**src/rtl/placement_pkg.sv**
```systemverilog
// placement_pkg: FSM state encoding and default bus widths shared by grid_port_arbiter and its bench
package placement_pkg;

    localparam int DEF_AW = 32;
    localparam int DEF_DW = 32;

    typedef enum logic [2:0] {
        S_IDLE,
        S_GRANT,
        S_RWAIT,
        S_RDATA,
        S_LOCKED
    } arb_state_e;

endpackage

```
**src/rtl/rr_picker.sv**
```systemverilog
// rr_picker: combinational round-robin select, first requester after last in circular order wins
module rr_picker #(
    parameter int N  = 4,
    parameter int IW = 2
) (
    input  logic [N-1:0]  req,
    input  logic [IW-1:0] last,
    output logic          valid,
    output logic [IW-1:0] idx
);

    logic [IW-1:0] k;

    // Walk offsets from farthest to nearest so the nearest pending requester is the last one kept
    always_comb begin
        valid = |req;
        idx   = '0;
        k     = '0;
        for (int i = N; i >= 1; i--) begin
            k = IW'((int'(last) + i) % N);
            if (req[k]) idx = k;
        end
    end

endmodule

```
**src/rtl/grid_port_arbiter.sv**
```systemverilog
// grid_port_arbiter: round-robin arbiter sharing one RAM-style port among N_REQ requesters; port locking under GRID_ARB_LOCK_EN
module grid_port_arbiter
    import placement_pkg::*;
#(
    parameter int N_REQ    = 4,
    parameter int AW       = DEF_AW,
    parameter int DW       = DEF_DW,
    parameter int LOCK_MAX = 63
) (
    input  logic                clk,
    input  logic                reset,
    input  logic [N_REQ-1:0]    req,
    input  logic [N_REQ-1:0]    we,
    input  logic [N_REQ*AW-1:0] addr,
    input  logic [N_REQ*DW-1:0] wdata,
`ifdef GRID_ARB_LOCK_EN
    input  logic [N_REQ-1:0]    lock,
`endif
    output logic [N_REQ-1:0]    gnt,
    output logic [N_REQ-1:0]    rvalid,
    output logic [DW-1:0]       rdata,
    output logic                lock_err,
    output logic                busy,
    output logic                mem_read,
    output logic                mem_write,
    output logic [AW-1:0]       mem_addr,
    output logic [DW-1:0]       mem_din,
    input  logic [DW-1:0]       mem_dout
);

    localparam int IW = $clog2(N_REQ);

    // Reject configurations the round-robin indexing and lock counter are not sized for
    if (N_REQ < 2 || N_REQ > 8 || LOCK_MAX < 1) begin : g_bad_cfg
        $error("grid_port_arbiter: unsupported N_REQ or LOCK_MAX");
    end

    arb_state_e         state_q;
    logic [IW-1:0]      owner_q;
    logic               we_q;
    logic [N_REQ-1:0]   gnt_q;
    logic [N_REQ-1:0]   rvalid_q;
    logic [DW-1:0]      rdata_q;
    logic               mem_read_q;
    logic               mem_write_q;
    logic [AW-1:0]      mem_addr_q;
    logic [DW-1:0]      mem_din_q;

    logic               pick_valid;
    logic [IW-1:0]      pick_idx;
    logic [IW-1:0]      sel_idx;
    logic               launch;
    logic               sel_we;
    logic [AW-1:0]      sel_addr;
    logic [DW-1:0]      sel_wdata;

    // owner_q doubles as last_owner: it is rewritten on every grant and seeds the next search
    rr_picker #(
        .N  (N_REQ),
        .IW (IW)
    ) u_picker (
        .req   (req),
        .last  (owner_q),
        .valid (pick_valid),
        .idx   (pick_idx)
    );

`ifdef GRID_ARB_LOCK_EN
    localparam int CW = $clog2(LOCK_MAX + 1);

    logic [CW-1:0]      cnt_q;
    logic               lock_err_q;
    logic               lock_own;

    assign lock_own = lock[owner_q];
    assign launch   = (state_q == S_IDLE && pick_valid) || (state_q == S_LOCKED && req[owner_q]);
    assign sel_idx  = (state_q == S_LOCKED) ? owner_q : pick_idx;
    assign lock_err = lock_err_q;
`else
    assign launch   = state_q == S_IDLE && pick_valid;
    assign sel_idx  = pick_idx;
    assign lock_err = 1'b0;
`endif

    assign sel_we    = we[sel_idx];
    assign sel_addr  = addr[sel_idx*AW +: AW];
    assign sel_wdata = wdata[sel_idx*DW +: DW];

    assign gnt       = gnt_q;
    assign rvalid    = rvalid_q;
    assign rdata     = rdata_q;
    assign busy      = state_q != S_IDLE;
    assign mem_read  = mem_read_q;
    assign mem_write = mem_write_q;
    assign mem_addr  = mem_addr_q;
    assign mem_din   = mem_din_q;

    // Registered FSM: pulses default low each cycle; a launch latches the request and raises the GRANT outputs
    always_ff @(posedge clk or negedge reset) begin
        if (!reset) begin
            state_q     <= S_IDLE;
            owner_q     <= IW'(N_REQ - 1);
            we_q        <= 1'b0;
            gnt_q       <= '0;
            rvalid_q    <= '0;
            rdata_q     <= '0;
            mem_read_q  <= 1'b0;
            mem_write_q <= 1'b0;
            mem_addr_q  <= '0;
            mem_din_q   <= '0;
`ifdef GRID_ARB_LOCK_EN
            cnt_q       <= '0;
            lock_err_q  <= 1'b0;
`endif
        end else begin
            gnt_q       <= '0;
            rvalid_q    <= '0;
            mem_read_q  <= 1'b0;
            mem_write_q <= 1'b0;
`ifdef GRID_ARB_LOCK_EN
            lock_err_q  <= 1'b0;
`endif
            if (launch) begin
                state_q     <= S_GRANT;
                owner_q     <= sel_idx;
                we_q        <= sel_we;
                gnt_q       <= N_REQ'(1) << sel_idx;
                mem_read_q  <= !sel_we;
                mem_write_q <= sel_we;
                mem_addr_q  <= sel_addr;
                mem_din_q   <= sel_wdata;
`ifdef GRID_ARB_LOCK_EN
                cnt_q       <= '0;
`endif
            end else begin
                case (state_q)
`ifdef GRID_ARB_LOCK_EN
                    S_GRANT: state_q <= !we_q ? S_RWAIT : lock_own ? S_LOCKED : S_IDLE;
                    S_RDATA: state_q <= lock_own ? S_LOCKED : S_IDLE;
                    S_LOCKED: begin
                        if (!lock_own) begin
                            state_q <= S_IDLE;
                            cnt_q   <= '0;
                        end else if (cnt_q == CW'(LOCK_MAX - 1)) begin
                            state_q    <= S_IDLE;
                            cnt_q      <= '0;
                            lock_err_q <= 1'b1;
                        end else begin
                            cnt_q <= cnt_q + 1'b1;
                        end
                    end
`else
                    S_GRANT: state_q <= we_q ? S_IDLE : S_RWAIT;
                    S_RDATA: state_q <= S_IDLE;
`endif
                    S_RWAIT: begin
                        rdata_q  <= mem_dout;
                        rvalid_q <= N_REQ'(1) << owner_q;
                        state_q  <= S_RDATA;
                    end
                    default: state_q <= S_IDLE;
                endcase
            end
        end
    end

endmodule

```
**config.mk**
```make
export PLATFORM = sky130hd
export DESIGN_NAME = grid_port_arbiter
export DESIGN_NICKNAME = d
export VERILOG_FILES = /design/src/rtl/placement_pkg.sv /design/src/rtl/rr_picker.sv /design/src/rtl/grid_port_arbiter.sv
export SDC_FILE = /design/constraint.sdc
export NUM_CORES = 1
export LEC_CHECK = 0
export BUFFER_PORTS_ARGS = -buffer_cell sky130_fd_sc_hd__buf_2
export CAP_MARGIN = 25
export CORE_AREA = 5 5 153 155
export CTS_CLUSTER_DIAMETER = 30
export CTS_CLUSTER_SIZE = 20
export DETAILED_ROUTE_END_ITERATION = 10
export DIE_AREA = 0 0 158 160
export PLACE_DENSITY = 0.6
export SYNTH_ARGS = -nofsm -noshare
export SYNTH_HDL_FRONTEND = slang
export SYNTH_SLANG_ARGS = --single-unit
```
**constraint.sdc**
```tcl
create_clock -name clk -period 6.1 [get_ports clk]
set_input_delay 0.915 -clock clk [delete_from_list [all_inputs] [get_ports clk]]
set_output_delay 0.915 -clock clk [all_outputs]
set_load 0.005 [all_outputs]
```
==> impl_metrics.tcl, run 1 <==
set metrics [dict create \
    routed_wl_um 20800 \
    initial_core_util 0.283 \
    synthCells 512 \
    dp_hpwl_um 16400 \
    area_growth_pct 38.6 \
    htreeDepth 3 \
    status "complete, no violations" \
    ys_seq_area_frac 0.452 \
    reg2reg_from "owner_q[0]$_DFFE_PN1P_" \
    crit_arrival_ps 3650 \
    synth_top_area_cell "dfrtp_1" \
    die-width_um 158 \
    tns_ps 0 \
    worst_slew_pin_slew_ps 792 \
    via_per_inst 4.73 \
    fillers 2153 \
    vdd_drop_max_uv 240 \
    period_share 0.566 \
    fp.coreArea_mm2 0.0217 \
    required_ps 6300 \
    grt_usage 0.159 \
    endpoint_kind "register" \
    multiInputGateArea_mm2 0.00293 \
    cts_sinks 111 \
    portBuffers 404 \
    critPathMaxFanout 71 \
    floorplan.die_area_mm2 0.0253 \
    drt_iter0_drc 271 \
    async_flop_share 1.00 \
    slew_headroom 0.472 \
    dp_slack_ps 2530 \
    power.density_mw_per_mm2 507 \
    gp_congestion 0.796 \
    ys_warn_count 0 \
    ios 406 \
    post-route-min-period_ps 3450 \
    final-seq-area_mm2 0.00278 \
    netlist_area_mm2 0.00614 \
    path_class "reg -> reg" \
    critPathLaunchType "register" \
    grt_max_degree 72 \
    antenna_found_initial 0 \
    ys_ff_latch 111 \
    drc_errors 0 \
    syn_nets 817 \
    vias 5569 \
    clock-root-buffer "clkbuf_16" \
    clock_path_buffers 2 \
    synth_edf_count 0 \
    hold_viol 0 \
    cts_setup_buffers 0 \
    tritoncts "built" \
    drive_above_1_share 0.526 \
    rsz0062_at_grt "no" \
    grt.overflow.total 0 \
    ant_nets 0 \
    hold_start "mem_addr[15]$_DFFE_PN0P_" \
    drt_first_pass_iters 4 \
    clk_pin_slew_ps 80 \
    drv_slew 0 \
    yosysTopAreaCellShare 0.444 \
    fin_skew_ps 12.2 \
    cts_resized 0 \
    grt_pass1_wl_um 31800 \
    leakagePower_nw 4.67 \
    cp-startpoint "owner_q[0]$_DFFE_PN1P_" \
    routedWlPerCell_um 17.7 \
    setup_ws_ps 2650 \
    clk_latency_ps 360 \
    ys_top_cells_by_area "dfrtp_1, mux2i_1, o221ai_1" \
    cts_buffers 9 \
    max_freq_mhz 290 \
    hold_class "reg -> reg" \
    setup_viol 0 \
    avgSynthCellArea_um2 12.0 \
    finalNetCount 1198 \
    drv_cap 0 \
    cts_hold_buffers 0 \
    diodes 0 \
    synthFlopType "dfrtp_1" \
    rows 54 \
    grt_pass1_vias 5971 \
    synth_cell_types 41 \
    dieHeight_um 160 \
]
## placed cells by master (no fill, tap or decap), types with 2 or more instances in the layout
cell type and n:
buf_2 403, nand2_1 67, o21ai_0 6, nand3_1 3, dfstp_2 2, nor2_1 10
a21oi_1 2, o21ai_1 2, clkinv_4 2, ha_1 7, buf_12 2, inv_8 3
buf_4 6, mux2_4 2, and2_1 2, mux2_2 32, mux2i_1 130, nand2b_1 3
clkinv_8 2, clkbuf_16 9, and3_1 5, o221ai_1 65, inv_1 5, dfrtp_1 109
## report_power, final
| part | internal, mW | switching [mW] | total (mW) |
|---|---|---|---|
| logic | 1.14 | 1.28 | 2.41 |
| registers | 1.11 | 0.187 | 1.30 |
| clock network | 0.295 | 0.312 | 0.607 |
## synth_stat cells, types with 2 or more instances
cell type	instances
mux2i_1	130
dfrtp_1	109
nand2_1	67
o221ai_1	65
mux2_2	32
clkbuf_1	17
nor2_1	10
buf_12	9
ha_1	7
o21ai_0	6
and3_1	5
bufbuf_8	5
inv_1	5
nand3_1	4
buf_2	3
dlygate4sd1_1	3
nand2b_1	3
a21o_1	2
a21oi_1	2
and2_1	2
buf_4	2
buf_6	2
dfstp_2	2
mux2_4	2
o21ai_1	2
## registers in the layout (all words and copies together), names as in the netlist
signal     cells
rvalid         4
mem_write      1
mem_din       32
state_q        2
mem_read       1
rdata         32
mem_addr      32
owner_q        2
we_q           1
gnt            4
## cell type report
cell class,count,share of cell area
timing repair buffer,412,0.250
inverter,6,0.00264
multi-input combinational,353,0.344
sequential,111,0.326
clock inverter,7,0.00984
clock buffer,9,0.0264
tap,280,0.0411
## stage by stage
| step | hold WS [ps] | std cells | cell area, µm² | utilization | power (mW) |
|---|---|---|---|---|---|
| global route | 507 | 1178 | 8520 | 0.393 | 4.70 |
| finish | 482 | 1178 | 8520 | 0.393 | 4.32 |
| detailed placement | 468 | 1162 | 8210 | 0.379 | 3.80 |
| CTS | 487 | 1178 | 8520 | 0.393 | 4.41 |
| floorplan | 457 | 512 | 6140 | - | 3.14 |
| global placement | 463 | 1161 | 8180 | 0.377 | 3.72 |
## kinds of logic (layout without fill, tap and decap cells)
family                     count (synthesis)  in the layout  share of synthesized area
adders and majority gates                  7              7                     0.0143
and+or+nand+nor                           96             96                     0.0664
AOI/OAI and AO/OA                         85             85                      0.119
DFF                                      111            111                      0.452
muxes                                    164            164                      0.275
other                                      1              1                   0.000610
buffers and inverters                     48            434                     0.0723
## final timing paths
kind                       slack [ps]  cells past startpoint                  endpoint
max reg2reg                      2650                      8  mem_addr[19]$_DFFE_PN0P_
min in group asynchronous         610                      1       rvalid[0]$_DFF_PN0_
max in group asynchronous        4280                      2    mem_din[9]$_DFFE_PN0P_
max                              2650                      8  mem_addr[19]$_DFFE_PN0P_
min reg2reg                       480                      2  mem_addr[15]$_DFFE_PN0P_
min                               480                      2  mem_addr[15]$_DFFE_PN0P_
## worst max-delay path, stage by stage, from the launching register on
cell and delay, ps:
dfstp_2 670, inv_1 110, ha_1 390, mux2i_1 160
o2111a_2 290, nor2_4 580, buf_12 460, mux2i_1 420
o221ai_1 180
## metal layers
layer / GRT usage / vias up / part of all wire
li1: - / 2671 / -
met1: 0.177 / 2572 / 0.36
met2: 0.290 / 290 / 0.51
met3: 0.0319 / 36 / 0.093
met4: 0.0675 / 0 / 0.032
met5: 0 / - / 0
Power figures use the tool's default switching activity.
==> inputs of run 2 (changes only) <==
Settings changed: CORE_AREA 5 5 153 155 to 5 5 156 158, DIE_AREA 0 0 158 160 to 0 0 161 163.
Clock period 6.1 ns to 3.1 ns, I/O delays scaled along.
==> run 2 against run 1 <==
  * First-iteration DRC count increased by 3.0%
  * Critical path type unchanged
  * Clock skew grew 1.3 ps
  * Hold slack lost 370 ps
  * Largest power group unchanged
==> impl_metrics.tcl, run 2 (synthesized netlist as in run 1, its figures left out) <==
set metrics [dict create \
    cts_buffers 9 \
    setup_viol 0 \
    dp_hpwl_um 16100 \
    antenna_found_initial 2 \
    drv_slew 0 \
    cts_sinks 111 \
    drt_first_pass_iters 4 \
    grt_pass1_wl_um 32200 \
    path_class "reg -> reg" \
    fp.coreArea_mm2 0.0230 \
    endpoint_kind "register" \
    portBuffers 404 \
    clk_pin_slew_ps 90 \
    post-route-min-period_ps 2850 \
    vias 5544 \
    grt_pass1_vias 5862 \
    postLayoutCellArea_mm2 0.00862 \
    floorplan.die_area_mm2 0.0262 \
    fin_skew_ps 13.5 \
    slew_headroom 0.550 \
    routedWlPerCell_um 17.6 \
    ios 406 \
    status "complete, no violations" \
    final_cell_mix "buf_2, mux2i_1, dfrtp_1" \
    hold_viol 0 \
    final_common_cell "buf_2" \
    vdd_drop_max_uv 668 \
    reg2reg_setup_slack_ps 250 \
    htreeDepth 3 \
    crit_arrival_ps 3060 \
    placed_cells 1180 \
    tritoncts "built" \
    initial_core_util 0.267 \
    hold_class "in -> async" \
    via_per_inst 4.64 \
    grt_max_degree 70 \
    place_area_mm2 0.00831 \
    area_growth_pct 40.2 \
    rsz0062_at_grt "no" \
    period_share 0.918 \
    grt.overflow.total 0 \
    grt_usage 0.155 \
    total_power_mw 8.71 \
    cp-startpoint "owner_q[0]$_DFFE_PN1P_" \
    final_cells 1196 \
    die-width_um 161 \
    routed_wl_um 21100 \
    cts_resized 0 \
    clock_path_buffers 2 \
    final_core_util 0.375 \
    diodes 0 \
    critPathMaxFanout 28 \
    gp_congestion 0.806 \
    rows 56 \
    critPathLaunchType "register" \
    worst_slew_pin_slew_ps 675 \
    drt_iter0_drc 279 \
    cts_hold_buffers 0 \
    max_freq_mhz 351 \
    finalNetCount 1206 \
    clock-root-buffer "clkbuf_16" \
    reg2reg_from "owner_q[0]$_DFFE_PN1P_" \
    leakagePower_nw 4.73 \
    clk_latency_ps 360 \
    dieHeight_um 163 \
    power.density_mw_per_mm2 1010 \
    drv_cap 0 \
    drive_above_1_share 0.530 \
    required_ps 3310 \
    drc_errors 0 \
    tns_ps 0 \
    ant_nets 0 \
    cts_setup_buffers 0 \
]
-- run 2: cell count changes in the layout (fill, tap and decap cells not counted), sizes merged --
| cell | change |
|---|---|
| buf | +8 |
| clkinv | -2 |
| inv | +2 |
-- run 2: power by group --
part	leakage [nW]	internal, mW	total [mW]	switching [mW]
Sequential	1.37	2.19	2.55	0.361
Clock	0.152	0.585	1.23	0.641
Combinational	3.20	2.35	4.94	2.59
Total	4.73	5.12	8.71	3.59
-- run 2: worst paths after layout --
check | cells past startpoint | end
min in group clk | 2 | rdata[25]$_DFFE_PN0P_
setup / recovery | 9 | mem_addr[2]$_DFFE_PN0P_
setup reg to reg | 9 | mem_addr[2]$_DFFE_PN0P_
hold reg to reg | 2 | mem_addr[24]$_DFFE_PN0P_
hold / removal | 1 | rdata[7]$_DFFE_PN0P_
max in group asynchronous | 2 | owner_q[1]$_DFFE_PN1P_
-- run 2: per-stage QoR --
| step | hold WS, ps | setup slack (ps) |
|---|---|---|
| global placement | 463 | 351 |
| finish | 113 | 253 |
| detailed placement | 467 | 248 |
| floorplan | 169 | 588 |
| global route | 163 | 74.3 |
| CTS | 143 | 233 |
-- run 2: layout make-up --
class / instances / area (µm²)
fill: 2319 / 14400
multi-input combinational: 353 / 2930
sequential: 111 / 2780
timing repair buffer: 420 / 2220
tap: 290 / 363
clock buffer: 9 / 225
clock inverter: 7 / 80.1
inverter: 6 / 22.5
-- run 2: layer usage --
layer  vias to the layer above  wire length [µm]  part of all wire  global-route usage
met2                       245             10900              0.52               0.279
met4                         4               285             0.014              0.0496
met5                         -                25            0.0012                   0
met3                        17              1570             0.074              0.0372
li1                       2695                 -                 -                   -
met1                      2583              8260              0.39               0.181
-- run 2: worst max-delay path, cell delays in order (launching register included) --
cell and delay, ps:
dfstp_2 660, inv_1 100, ha_1 390, mux2i_1 170, o2111a_2 290, nor2_4 170
buf_12 230, buf_4 280, mux2i_1 240, o221ai_1 120
==> inputs of run 3 (changes only) <==
Settings changed: CORE_AREA 5 5 156 158 to 5 5 154 156, DIE_AREA 0 0 161 163 to 0 0 159 161, SYNTH_HIERARCHICAL set to 1.
==> run 3 against run 2 <==
  * Design area shrank 1.7%
  * Sequential power hardly changed
  * Worst setup slack gained 400 ps
  * Highest routed layer is now met4
  * First-iteration DRC count shrank 35%
  * Synthesized cell count is 33% lower
  * Critical path depth fell by 3
  * Combinational power fell by 21%
  * Via count decreased by 15%
  * Largest power group unchanged
  * Register-to-register slack improved by 400 ps
==> impl_metrics.tcl, run 3 <==
set metrics [dict create \
    status "complete, no violations" \
    initial_core_util 0.262 \
    ys_top_cells_by_area "dfrtp_1, mux4_2, mux2_2" \
    synthFlopType "dfrtp_1" \
    synthCells 345 \
    ys_seq_area_frac 0.478 \
    ant_nets 0 \
    period_share 0.791 \
    cp-startpoint "owner_q[1]$_DFFE_PN1P_" \
    antenna_found_initial 0 \
    ys_ff_latch 111 \
    critPathTopFamily "multiplexers" \
    synth_most_common_cell "dfrtp_1" \
    grt_pass1_wl_um 29700 \
    synthAdderAreaFrac 0.00860 \
    cts_resized 0 \
    grt_pass1_vias 5160 \
    vias 4692 \
    dp_hpwl_um 15400 \
    final_common_cell "buf_2" \
    floorplan.die_area_mm2 0.0256 \
    netlist_area_mm2 0.00582 \
    fin_skew_ps 14.1 \
    drv_slew 0 \
    synth_top_family_by_area "multiplexers" \
    synth_compound_area_frac 0.0112 \
    final_cell_mix "buf_2, dfrtp_1, mux2_2" \
    drt_iter0_drc 181 \
    ios 406 \
    fp.coreArea_mm2 0.0222 \
    rows 55 \
    clock_path_buffers 2 \
    whs_ps 97.3 \
    multiInputGateArea_mm2 0.00288 \
    hold_viol 0 \
    clock-root-buffer "clkbuf_16" \
    fillers 2205 \
    critPathMaxFanout 55 \
    crit_chain "nand2b_1 -> a21oi_2 -> o221ai_4 -> buf_12 -> mux4_2 -> mux2_2" \
    grt_usage 0.147 \
    synth_top_area_cell "dfrtp_1" \
    worst_slew_pin_slew_ps 582 \
    crit_arrival_ps 2690 \
    cts_buffers 9 \
    place_area_mm2 0.00817 \
    setup_viol 0 \
    rsz0062_at_grt "no" \
    cts_sinks 111 \
    via_per_inst 4.56 \
    tritoncts "built" \
    htreeDepth 3 \
    setup_ws_ps 649 \
    grt.overflow.total 0 \
    cp_slowest_stage_delay_ps 640 \
    endpoint_kind "register" \
    clk_pin_slew_ps 90 \
    max_freq_mhz 408 \
    critPathLaunchType "register" \
    synth_xor_area_frac 0 \
    drive_above_1_share 0.804 \
    cts_hold_buffers 0 \
    async_flop_share 1.00 \
    vdd_drop_max_uv 388 \
    required_ps 3330 \
    gp_congestion 0.808 \
    power.density_mw_per_mm2 898 \
    diodes 0 \
    yosysTopAreaCellShare 0.469 \
    hold_class "in -> async" \
    syn_nets 647 \
    finalNetCount 1041 \
    worst_path_max_delay_cell "dfstp_2" \
    grt_max_degree 71 \
    synth_edf_count 0 \
    ys_warn_count 6 \
    path_class "reg -> reg" \
    cts_setup_buffers 0 \
    drv_cap 0 \
    drt_first_pass_iters 6 \
    leakagePower_nw 4.14 \
    dieHeight_um 161 \
    postLayoutCellArea_mm2 0.00847 \
    tns_ps 0 \
    dp_slack_ps 606 \
    reg2reg_from "owner_q[1]$_DFFE_PN1P_" \
    synth_cell_types 31 \
    portBuffers 404 \
    slew_headroom 0.612 \
    synth_simple_gate_area_share 0.0202 \
    final-seq-area_mm2 0.00278 \
    routed_wl_um 19100 \
    die-width_um 159 \
    synth_common_cells "dfrtp_1, mux2_2, mux4_2, clkbuf_1, mux2_4" \
    clk_latency_ps 350 \
    synth_mux_area_frac 0.449 \
    crit_buf_inv 1 \
    post-route-min-period_ps 2450 \
    drc_errors 0 \
    avgSynthCellArea_um2 16.9 \
    area_growth_pct 45.5 \
    routedWlPerCell_um 18.6 \
]
-- run 3: cell types whose count changed in the layout (fill, tap and decap cells not counted), moves of 8 or more --
cell      previous run  this run
o221ai_1            65         0
mux4_2               0        65
nand2_1             67         2
mux2i_1            130         1
mux2_2              32        88
mux2_4               2        10
-- run 3: cell type report --
cell class | count | area share
Clock buffer | 9 | 0.0266
Inverter | 6 | 0.00266
Clock inverter | 7 | 0.00857
Timing Repair Buffer | 412 | 0.252
Multi-Input combinational cell | 199 | 0.340
Sequential cell | 111 | 0.328
Tap cell | 285 | 0.0421
-- run 3: cells by family (layout without fill, tap and decap cells) --
logic type / after synthesis / after routing
AOI/OAI and AO/OA: 8 / 8
adders and majority gates: 4 / 4
buffers and inverters: 35 / 434
DFF: 111 / 111
muxes: 164 / 164
other: 1 / 1
and+or+nand+nor: 22 / 22
-- run 3: path summary, 6_finish.rpt --
| check | end | slack [ps] | cells after the start |
|---|---|---|---|
| max | mem_din[3]$_DFFE_PN0P_ | 650 | 6 |
| min | rdata[9]$_DFFE_PN0P_ | 100 | 1 |
| max reg2reg | mem_din[3]$_DFFE_PN0P_ | 650 | 6 |
| min reg2reg | rdata[21]$_DFFE_PN0P_ | 500 | 1 |
| max in group asynchronous | mem_din[0]$_DFFE_PN0P_ | 2280 | 2 |
| min in group clk | rdata[10]$_DFFE_PN0P_ | 340 | 2 |
-- run 3: power breakdown --
part	leakage (nW)	total [mW]	internal (mW)	switching, mW
logic	2.66	3.90	2.31	1.58
clock network	0.148	1.18	0.573	0.605
registers	1.33	2.53	2.18	0.350
-- run 3: worst register-to-register path, cell delays in order (launching register included) --
cell	delay (ps)
dfstp_2	640
nand2b_1	150
a21oi_2	70
o221ai_4	200
buf_12	400
mux4_2	610
mux2_2	280
-- run 3: through the flow --
| stage | utilization | std cells | power, mW |
|---|---|---|---|
| after CTS | 0.381 | 1029 | 7.78 |
| after global placement | 0.368 | 1013 | 6.47 |
| after global routing | 0.381 | 1029 | 8.18 |
| after detailed placement | 0.368 | 1013 | 6.55 |
| final | 0.381 | 1029 | 7.61 |
| after floorplan | - | 345 | 5.12 |
-- run 3: layer usage --
metal | GRT usage | part of all wire
met1 | 0.178 | 0.39
met4 | 0.0345 | 0.014
met5 | 0 | 0
met2 | 0.255 | 0.52
met3 | 0.0472 | 0.080
